### src/rtl/mipi_cal_pkg.sv
`default_nettype none
// ============================================================================
// Module      : mipi_cal_pkg
// Description : Shared constants and FSM state encoding for the MIPI PHY
//               input-delay calibration sequencer.
// Revision    : 1.0 - initial release
// ============================================================================
package mipi_cal_pkg;

    localparam int         c_TAP_W    = 5;
    localparam int         c_NUM_TAPS = 32;
    localparam logic [7:0] c_SAT8_MAX = 8'd255;

    localparam logic [2:0] c_ST_IDLE    = 3'd0;
    localparam logic [2:0] c_ST_LOAD    = 3'd1;
    localparam logic [2:0] c_ST_SETTLE  = 3'd2;
    localparam logic [2:0] c_ST_MEASURE = 3'd3;
    localparam logic [2:0] c_ST_EVAL    = 3'd4;
    localparam logic [2:0] c_ST_APPLY   = 3'd5;
    localparam logic [2:0] c_ST_FINISH  = 3'd6;

endpackage
`default_nettype wire

### src/rtl/mipi_cal_run_tracker.sv
`default_nettype none
// ============================================================================
// Module      : mipi_cal_run_tracker
// Description : Tracks the current and longest contiguous run of passing taps
//               and reports the centre of the longest (earliest on ties) run.
// Revision    : 1.0 - initial release
// ============================================================================
module mipi_cal_run_tracker
    import mipi_cal_pkg::*;
#(
    parameter int TAP_W = c_TAP_W
)(
    input  logic             clk,
    input  logic             reset,
    input  logic             clear,
    input  logic             eval_en,
    input  logic             pass,
    input  logic [TAP_W-1:0] tap,
    output logic [TAP_W:0]   best_len,
    output logic [TAP_W-1:0] centre
);

    localparam logic [TAP_W:0] c_LEN_ONE = {{TAP_W{1'b0}}, 1'b1};

    logic [TAP_W-1:0] r_cur_start;
    logic [TAP_W-1:0] r_best_start;
    logic [TAP_W:0]   r_cur_len;
    logic [TAP_W:0]   r_best_len;
    logic [TAP_W-1:0] w_run_start;
    logic [TAP_W:0]   w_run_len;

    assign w_run_start = (r_cur_len == '0) ? tap : r_cur_start;
    assign w_run_len   = r_cur_len + c_LEN_ONE;

    // Strict comparison keeps the earliest run when lengths tie.
    always_ff @(posedge clk or posedge reset) begin
        if (reset) begin
            r_cur_start  <= '0;
            r_cur_len    <= '0;
            r_best_start <= '0;
            r_best_len   <= '0;
        end else if (clear) begin
            r_cur_start  <= '0;
            r_cur_len    <= '0;
            r_best_start <= '0;
            r_best_len   <= '0;
        end else if (eval_en) begin
            if (pass) begin
                r_cur_start <= w_run_start;
                r_cur_len   <= w_run_len;
                if (w_run_len > r_best_len) begin
                    r_best_start <= w_run_start;
                    r_best_len   <= w_run_len;
                end
            end else begin
                r_cur_len <= '0;
            end
        end
    end

    assign best_len = r_best_len;
    assign centre   = TAP_W'({1'b0, r_best_start} + ((r_best_len - c_LEN_ONE) >> 1));

endmodule
`default_nettype wire

### src/rtl/mipi_delay_cal.sv
`default_nettype none
// ============================================================================
// Module      : mipi_delay_cal
// Description : Sweeps the data-lane IDELAY tap, scores sync-byte lock per tap
//               and loads the centre of the widest passing window.
// Revision    : 1.0 - initial release
// ============================================================================
module mipi_delay_cal
    import mipi_cal_pkg::*;
#(
    parameter int TAP_W         = c_TAP_W,
    parameter int NUM_TAPS      = c_NUM_TAPS,
    parameter int SETTLE_CYCLES = 64,
    parameter int WIN_W         = 16
)(
    input  logic                clk,
    input  logic                reset,
    input  logic                start,
    input  logic                abort,
    input  logic [TAP_W-1:0]    del_val_clk_cfg,
    input  logic [WIN_W-1:0]    dwell_cycles,
    input  logic [7:0]          min_hits,
    input  logic                sot_pulse,
    input  logic                sync_pulse,
    output logic                del_ld,
    output logic [TAP_W-1:0]    del_val_dat,
    output logic [TAP_W-1:0]    del_val_clk,
    output logic                busy,
    output logic                done,
    output logic                fail,
    output logic [TAP_W-1:0]    best_tap,
    output logic [TAP_W:0]      eye_width,
    output logic [NUM_TAPS-1:0] pass_map
);

    localparam logic [WIN_W-1:0] c_CNT_ONE     = WIN_W'(1);
    localparam logic [WIN_W-1:0] c_SETTLE_LAST = WIN_W'(SETTLE_CYCLES - 1);
    localparam logic [TAP_W-1:0] c_TAP_ONE     = TAP_W'(1);
    localparam logic [TAP_W-1:0] c_LAST_TAP    = TAP_W'(NUM_TAPS - 1);

    logic [2:0]          r_state;
    logic [2:0]          w_next;
    logic [WIN_W-1:0]    r_cnt;
    logic [TAP_W-1:0]    r_tap;
    logic [TAP_W-1:0]    r_dat_hold;
    logic [TAP_W-1:0]    r_del_val_clk;
    logic [7:0]          r_sot_cnt;
    logic [7:0]          r_hit_cnt;
    logic                r_done;
    logic                r_fail;
    logic [TAP_W-1:0]    r_best_tap;
    logic [TAP_W:0]      r_eye_width;
    logic [NUM_TAPS-1:0] r_pass_map;

    logic                w_start_ok;
    logic [WIN_W-1:0]    w_dwell_last;
    logic                w_settle_done;
    logic                w_measure_done;
    logic                w_last_tap;
    logic [7:0]          w_min_hits;
    logic                w_pass;
    logic [TAP_W:0]      w_best_len;
    logic [TAP_W-1:0]    w_centre;
    logic [TAP_W-1:0]    w_apply_tap;

    assign w_start_ok     = start && !abort && (r_state == c_ST_IDLE);
    assign w_dwell_last   = (dwell_cycles == '0) ? '0 : dwell_cycles - c_CNT_ONE;
    assign w_settle_done  = (r_cnt == c_SETTLE_LAST);
    assign w_measure_done = (r_cnt == w_dwell_last);
    assign w_last_tap     = (r_tap == c_LAST_TAP);
    assign w_min_hits     = (min_hits == 8'd0) ? 8'd1 : min_hits;
    assign w_pass         = (r_hit_cnt >= w_min_hits) && (r_hit_cnt >= r_sot_cnt);
    assign w_apply_tap    = (w_best_len != '0) ? w_centre : '0;

    mipi_cal_run_tracker #(
        .TAP_W (TAP_W)
    ) u_tracker (
        .clk      (clk),
        .reset    (reset),
        .clear    (w_start_ok),
        .eval_en  ((r_state == c_ST_EVAL) && !abort),
        .pass     (w_pass),
        .tap      (r_tap),
        .best_len (w_best_len),
        .centre   (w_centre)
    );

    always_ff @(posedge clk or posedge reset) begin
        if (reset) r_state <= c_ST_IDLE;
        else       r_state <= w_next;
    end

    always_comb begin
        w_next = r_state;
        if (abort && (r_state != c_ST_IDLE)) begin
            w_next = c_ST_IDLE;
        end else begin
            case (r_state)
                c_ST_IDLE:    if (w_start_ok)     w_next = c_ST_LOAD;
                c_ST_LOAD:                        w_next = c_ST_SETTLE;
                c_ST_SETTLE:  if (w_settle_done)  w_next = c_ST_MEASURE;
                c_ST_MEASURE: if (w_measure_done) w_next = c_ST_EVAL;
                c_ST_EVAL:    w_next = w_last_tap ? c_ST_APPLY : c_ST_LOAD;
                c_ST_APPLY:                       w_next = c_ST_FINISH;
                c_ST_FINISH:  if (w_settle_done)  w_next = c_ST_IDLE;
                default:                          w_next = c_ST_IDLE;
            endcase
        end
    end

    // The load value is presented in the same cycle as its strobe and then held.
    always_comb begin
        busy        = (r_state != c_ST_IDLE);
        del_ld      = (r_state == c_ST_LOAD) || (r_state == c_ST_APPLY);
        del_val_dat = r_dat_hold;
        if (r_state == c_ST_LOAD)       del_val_dat = r_tap;
        else if (r_state == c_ST_APPLY) del_val_dat = w_apply_tap;
    end

    always_ff @(posedge clk or posedge reset) begin
        if (reset)                    r_cnt <= '0;
        else if (w_next != r_state)   r_cnt <= '0;
        else if ((r_state == c_ST_SETTLE) || (r_state == c_ST_MEASURE) ||
                 (r_state == c_ST_FINISH))
                                      r_cnt <= r_cnt + c_CNT_ONE;
    end

    always_ff @(posedge clk or posedge reset) begin
        if (reset) begin
            r_sot_cnt <= 8'd0;
            r_hit_cnt <= 8'd0;
        end else if (r_state == c_ST_LOAD) begin
            r_sot_cnt <= 8'd0;
            r_hit_cnt <= 8'd0;
        end else if (r_state == c_ST_MEASURE) begin
            if (sot_pulse  && (r_sot_cnt != c_SAT8_MAX)) r_sot_cnt <= r_sot_cnt + 8'd1;
            if (sync_pulse && (r_hit_cnt != c_SAT8_MAX)) r_hit_cnt <= r_hit_cnt + 8'd1;
        end
    end

    always_ff @(posedge clk or posedge reset) begin
        if (reset) begin
            r_tap         <= '0;
            r_dat_hold    <= '0;
            r_del_val_clk <= '0;
            r_done        <= 1'b0;
            r_fail        <= 1'b0;
            r_best_tap    <= '0;
            r_eye_width   <= '0;
            r_pass_map    <= '0;
        end else begin
            if (del_ld) r_dat_hold <= del_val_dat;
            if (w_start_ok) begin
                r_tap         <= '0;
                r_del_val_clk <= del_val_clk_cfg;
                r_pass_map    <= '0;
                r_done        <= 1'b0;
                r_fail        <= 1'b0;
            end else if (!abort) begin
                case (r_state)
                    c_ST_EVAL: begin
                        r_pass_map[r_tap] <= w_pass;
                        if (!w_last_tap) r_tap <= r_tap + c_TAP_ONE;
                    end
                    c_ST_APPLY: begin
                        r_best_tap  <= w_apply_tap;
                        r_eye_width <= w_best_len;
                        r_fail      <= (w_best_len == '0);
                    end
                    c_ST_FINISH: if (w_settle_done) r_done <= 1'b1;
                    default: ;
                endcase
            end
        end
    end

    assign del_val_clk = r_del_val_clk;
    assign done        = r_done;
    assign fail        = r_fail;
    assign best_tap    = r_best_tap;
    assign eye_width   = r_eye_width;
    assign pass_map    = r_pass_map;

endmodule
`default_nettype wire

### config.mk
export PLATFORM = sky130hd
export DESIGN_NAME = mipi_delay_cal
export DESIGN_NICKNAME = d
export VERILOG_FILES = /design/src/rtl/mipi_cal_pkg.sv /design/src/rtl/mipi_cal_run_tracker.sv /design/src/rtl/mipi_delay_cal.sv
export SDC_FILE = /design/constraint.sdc
export NUM_CORES = 1
export LEC_CHECK = 0
export CAP_MARGIN = 10
export CORE_MARGIN = 1.5
export CORE_UTILIZATION = 30
export CTS_CLUSTER_SIZE = 16
export DETAILED_ROUTE_END_ITERATION = 16
export GPL_TIMING_DRIVEN = 0
export SYNTH_ARGS = -nofsm -noshare
export SYNTH_HDL_FRONTEND = slang
export SYNTH_SLANG_ARGS = --single-unit
### constraint.sdc
create_clock -name clk -period 7.8 [get_ports clk]
set_input_delay 0.78 -clock clk [delete_from_list [all_inputs] [get_ports clk]]
set_output_delay 0.78 -clock clk [all_outputs]
set_load 0.02 [all_outputs]
==> impl.org <==
** Run status
- Result of the run :: complete, no violations

** Detailed routing
- The count of nets left with antenna violations once routing finished came out at 0.
- In the routed layout, each cell is associated on average with a via count of 5.03.
- Detailed-router iteration count before antenna repair :: 5
- Routed wire per std cell :: 15.5 um
- Across all layers, the routed design uses 6420 vias.
- After detailed routing, the number of remaining DRC violations is 0.
- The first routing iteration left 393 violations.
- Overall routed net length :: 19.7 mm

** Yosys
- Post-synth EDFFs :: 0
- The share of synthesized area in the top cell type comes to 0.401.
- Post-synthesis cell type count :: 67
- Cell accounting for the most synthesized area :: sky130_fd_sc_hd__dfrtp_1
- Part of the Yosys area used for sequential elements :: 0.401
- Primary flip-flop cell chosen by synthesis mapping :: sky130_fd_sc_hd__dfrtp_1
- Most common cell in the netlist :: sky130_fd_sc_hd__dfrtp_1
- Gate count after technology mapping :: 834
- Warnings from Yosys :: 0
- Counting every net in the synthesized netlist gives 908.
- Most frequent cells after synthesis :: sky130_fd_sc_hd__dfrtp_1, sky130_fd_sc_hd__nand2_1, sky130_fd_sc_hd__o21ai_0, sky130_fd_sc_hd__nor2_1, sky130_fd_sc_hd__nand3_1
- FFs w/ async S/R, synth :: 1.00
- Yosys attributes the largest share of cell area to sky130_fd_sc_hd__dfrtp_1, sky130_fd_sc_hd__ha_1, sky130_fd_sc_hd__nand2_1.
- Synthesis inferred 117 register bits.
- Dividing the synthesized area by the synthesized cell count gives 8.75 sq um.
- Post-synthesis cell area :: 7300 sq um

** Power
- Power share of the clock group :: 0.472
- Net Sw Frac :: 0.294
- For this design the total switching power over the nets is 0.487 mW.
- Internal power comes to 1.17 mW.
- Worst vdd ir :: 0.000169 V
- P_leak :: 3.80 nW
- The share of total power dissipated in sequential elements is 0.391.
- Combinational power share :: 0.136
- Total power of the final layout :: 1.66 mW
- Cell Pwr Density :: 180 nW/um^2

** Clock tree
- TritonCTS built the clock tree.
- Post-CTS repair changed the size of 0 cells.
- Clock tree sinks :: 117
- Clock transition time at the flip-flop clock pins of the worst setup and hold paths :: 60 ps
- TritonCTS buffer count :: 17
- Root buffer selected by CTS :: sky130_fd_sc_hd__clkbuf_16
- Buffers inserted by post-CTS timing repair :: 0
- Clock insertion delay at the later pin of the skew report :: 430 ps
- Max clock buf depth :: 2
- The number of hold buffers added after CTS was 0.
- CTS built an H-tree with a depth of 4.

** Worst setup path
- Data arrival time of the critical path :: 3520 ps
- STA classifies the critical path endpoint as a primary output.
- Data on the critical path is required at its endpoint by 7020 ps.
- The worst setup path is launched from a register.
- Setup slack on the worst reg-to-reg path comes out at 4390 ps.
- Critical path type :: register to primary output
- In this run the worst path has a maximum fanout of 4.

** Timing
- On the final layout, the worst hold slack is 476 ps.
- Based on the critical path, the design can be clocked at up to 232 MHz.
- At the pin with the least slew margin, the transition time is 1090 ps.
- RSZ-0062 raised after global routing :: false
- Setup violation total in the final timing report :: 0
- Period Utilization, post-route :: 0.552
- Max-slew headroom :: 0.266
- Setup skew after layout :: 14.5 ps
- Post-layout min period :: 4300 ps
- The final count of hold timing violations came to 0.
- The count of final max-slew check failures is 0.
- Summed over all failing endpoints, the final setup total negative slack is 0 ps.

** Floorplan
- The die covers 25300 sq um.
- The die is 159 um wide.
- Core Box Area :: 23700 sq um
- I/O Pins :: 92
- Chip height :: 159 um
- Effective utilization at floorplan :: 0.308
- Standard-cell row count :: 56

** Placed design
- After detailed placement, the total cell area comes to 8620 sq um.
- Final HPWL from detailed placement :: 14.3 mm
- Port buffering added 89 buffers.
- Final RePlAce weighted congestion :: 0.787

** Global route
- Global-route wire length before repair :: 32.7 mm
- Largest net degree at the start of global routing :: 79
- Via count of the first global-routing pass :: 6314
- For this run, the total global-route usage over all layers was measured as 0.158.
- Number of antenna violations at the first check in global routing :: 1
- The total overflow left after global routing is 0.

** Job
- Max-cap violations :: 0

** Cells and area
- 0 antenna diodes ended up in the layout.
- In the final layout, the share of cells above drive strength 1 is 0.0564.
- Seq. cell area :: 2930 sq um
- After filler insertion, the fill cell instance count of the layout stands at 2436.
- The finished cells cover 9210 sq um.
- The multi-input combinational cells in the finished layout cover a total of 4000 sq um.
- Relative to the synthesized area, the layout overhead comes to 26.2%.
- Final layout net count :: 1018

** Hold path
- The tightest min-delay check is of the register to register type.
==> state kept, by name (all words and copies together), names as in the netlist <==
signal                  cells
r_sot_cnt                   8
r_dat_hold                  5
r_cnt                      16
r_tap                       5
fail                        1
best_tap                    5
u_tracker.r_cur_start       5
done                        1
del_val_clk                 5
r_state                     3
eye_width                   6
u_tracker.r_best_start      5
r_hit_cnt                   8
u_tracker.best_len          6
pass_map                   32
u_tracker.r_cur_len         6
==> path summary, 6_finish.rpt <==
kind,startpoint,end,cells after the start
max,u_tracker.best_len[0],del_val_dat[4],13
min,del_val_clk[2],del_val_clk[2],2
max reg2reg,r_state[2],u_tracker.best_len[3],8
min reg2reg,del_val_clk[2],del_val_clk[2],2
max in group asynchronous,reset,r_cnt[8],3
min in group asynchronous,reset,r_cnt[2],2
==> per-layer routing <==
layer  vias to the layer above  wire length (um)  global-route usage
met4                         2               102              0.0334
met5                         -                13                   0
met1                      3072              9250               0.209
met3                        10              1310              0.0503
li1                       3187                 -                   -
met2                       149              9050               0.252
==> per-stage QoR <==
stage	setup slack [ps]	util	cells
after floorplan	3920	-	834
after global placement	1900	0.363	1242
after detailed placement	3080	0.364	1244
after CTS	3460	0.389	1276
after global routing	3230	0.389	1276
final	3500	0.389	1276
==> cell families after synthesis <==
family                   count (synthesis)  synth area share
multiplexers                            29            0.0408
XOR/XNOR                                57            0.0684
buffers and inverters                   91            0.0504
AO/OA/AOI/OAI                          160             0.144
flip-flops                             117             0.401
AND/OR/NAND/NOR                        341             0.227
adder cells (fa/ha/maj)                 39            0.0679
==> placed cells by master, fill, tap and decap left out, types with 7 or more instances in the layout <==
master / instances
sky130_fd_sc_hd__o31ai_1: 17
sky130_fd_sc_hd__inv_1: 46
sky130_fd_sc_hd__or3_1: 8
sky130_fd_sc_hd__nand3_1: 57
sky130_fd_sc_hd__xor2_1: 18
sky130_fd_sc_hd__a21oi_1: 16
sky130_fd_sc_hd__clkdlybuf4s50_1: 89
sky130_fd_sc_hd__mux2i_1: 23
sky130_fd_sc_hd__nand2b_1: 7
sky130_fd_sc_hd__o21a_1: 8
sky130_fd_sc_hd__clkbuf_1: 34
sky130_fd_sc_hd__dfrtp_1: 117
sky130_fd_sc_hd__nor4_1: 21
sky130_fd_sc_hd__nor2_1: 59
sky130_fd_sc_hd__a21o_1: 10
sky130_fd_sc_hd__o21ai_0: 63
sky130_fd_sc_hd__nor3_1: 26
sky130_fd_sc_hd__and3_1: 14
sky130_fd_sc_hd__nand4_1: 12
sky130_fd_sc_hd__xnor2_1: 39
sky130_fd_sc_hd__nand2_1: 107
sky130_fd_sc_hd__inv_6: 9
sky130_fd_sc_hd__clkbuf_16: 17
sky130_fd_sc_hd__ha_1: 38
==> critical path, cell delays in order (launching register included) <==
cell	delay (ps)
sky130_fd_sc_hd__dfrtp_1	430
sky130_fd_sc_hd__inv_1	100
sky130_fd_sc_hd__ha_1	210
sky130_fd_sc_hd__xor2_1	240
sky130_fd_sc_hd__inv_1	90
sky130_fd_sc_hd__fa_1	410
sky130_fd_sc_hd__nor2b_1	170
sky130_fd_sc_hd__o21a_1	130
sky130_fd_sc_hd__nor2_1	40
sky130_fd_sc_hd__xnor2_1	260
sky130_fd_sc_hd__nor3_1	80
sky130_fd_sc_hd__a211o_1	270
sky130_fd_sc_hd__o21a_1	110
sky130_fd_sc_hd__clkdlybuf4s50_1	550
==> layout make-up <==
cell class,instances,share of cell area
buffer,43,0.0204
tap,319,0.0434
timing repair buffer,91,0.100
multi-input combinational,626,0.435
clock buffer,17,0.0462
clock inverter,15,0.0170
sequential,117,0.318
inverter,48,0.0201
==> power groups by stage <==
stage / Clock, mW / Sequential (mW) / Combinational (mW)
floorplan: 0 / 0.661 / 0.130
global placement: 0 / 0.659 / 0.224
detailed placement: 0 / 0.659 / 0.228
CTS: 0.796 / 0.649 / 0.229
global route: 0.824 / 0.652 / 0.253
finish: 0.782 / 0.649 / 0.226
Power figures use the tool's default switching activity.
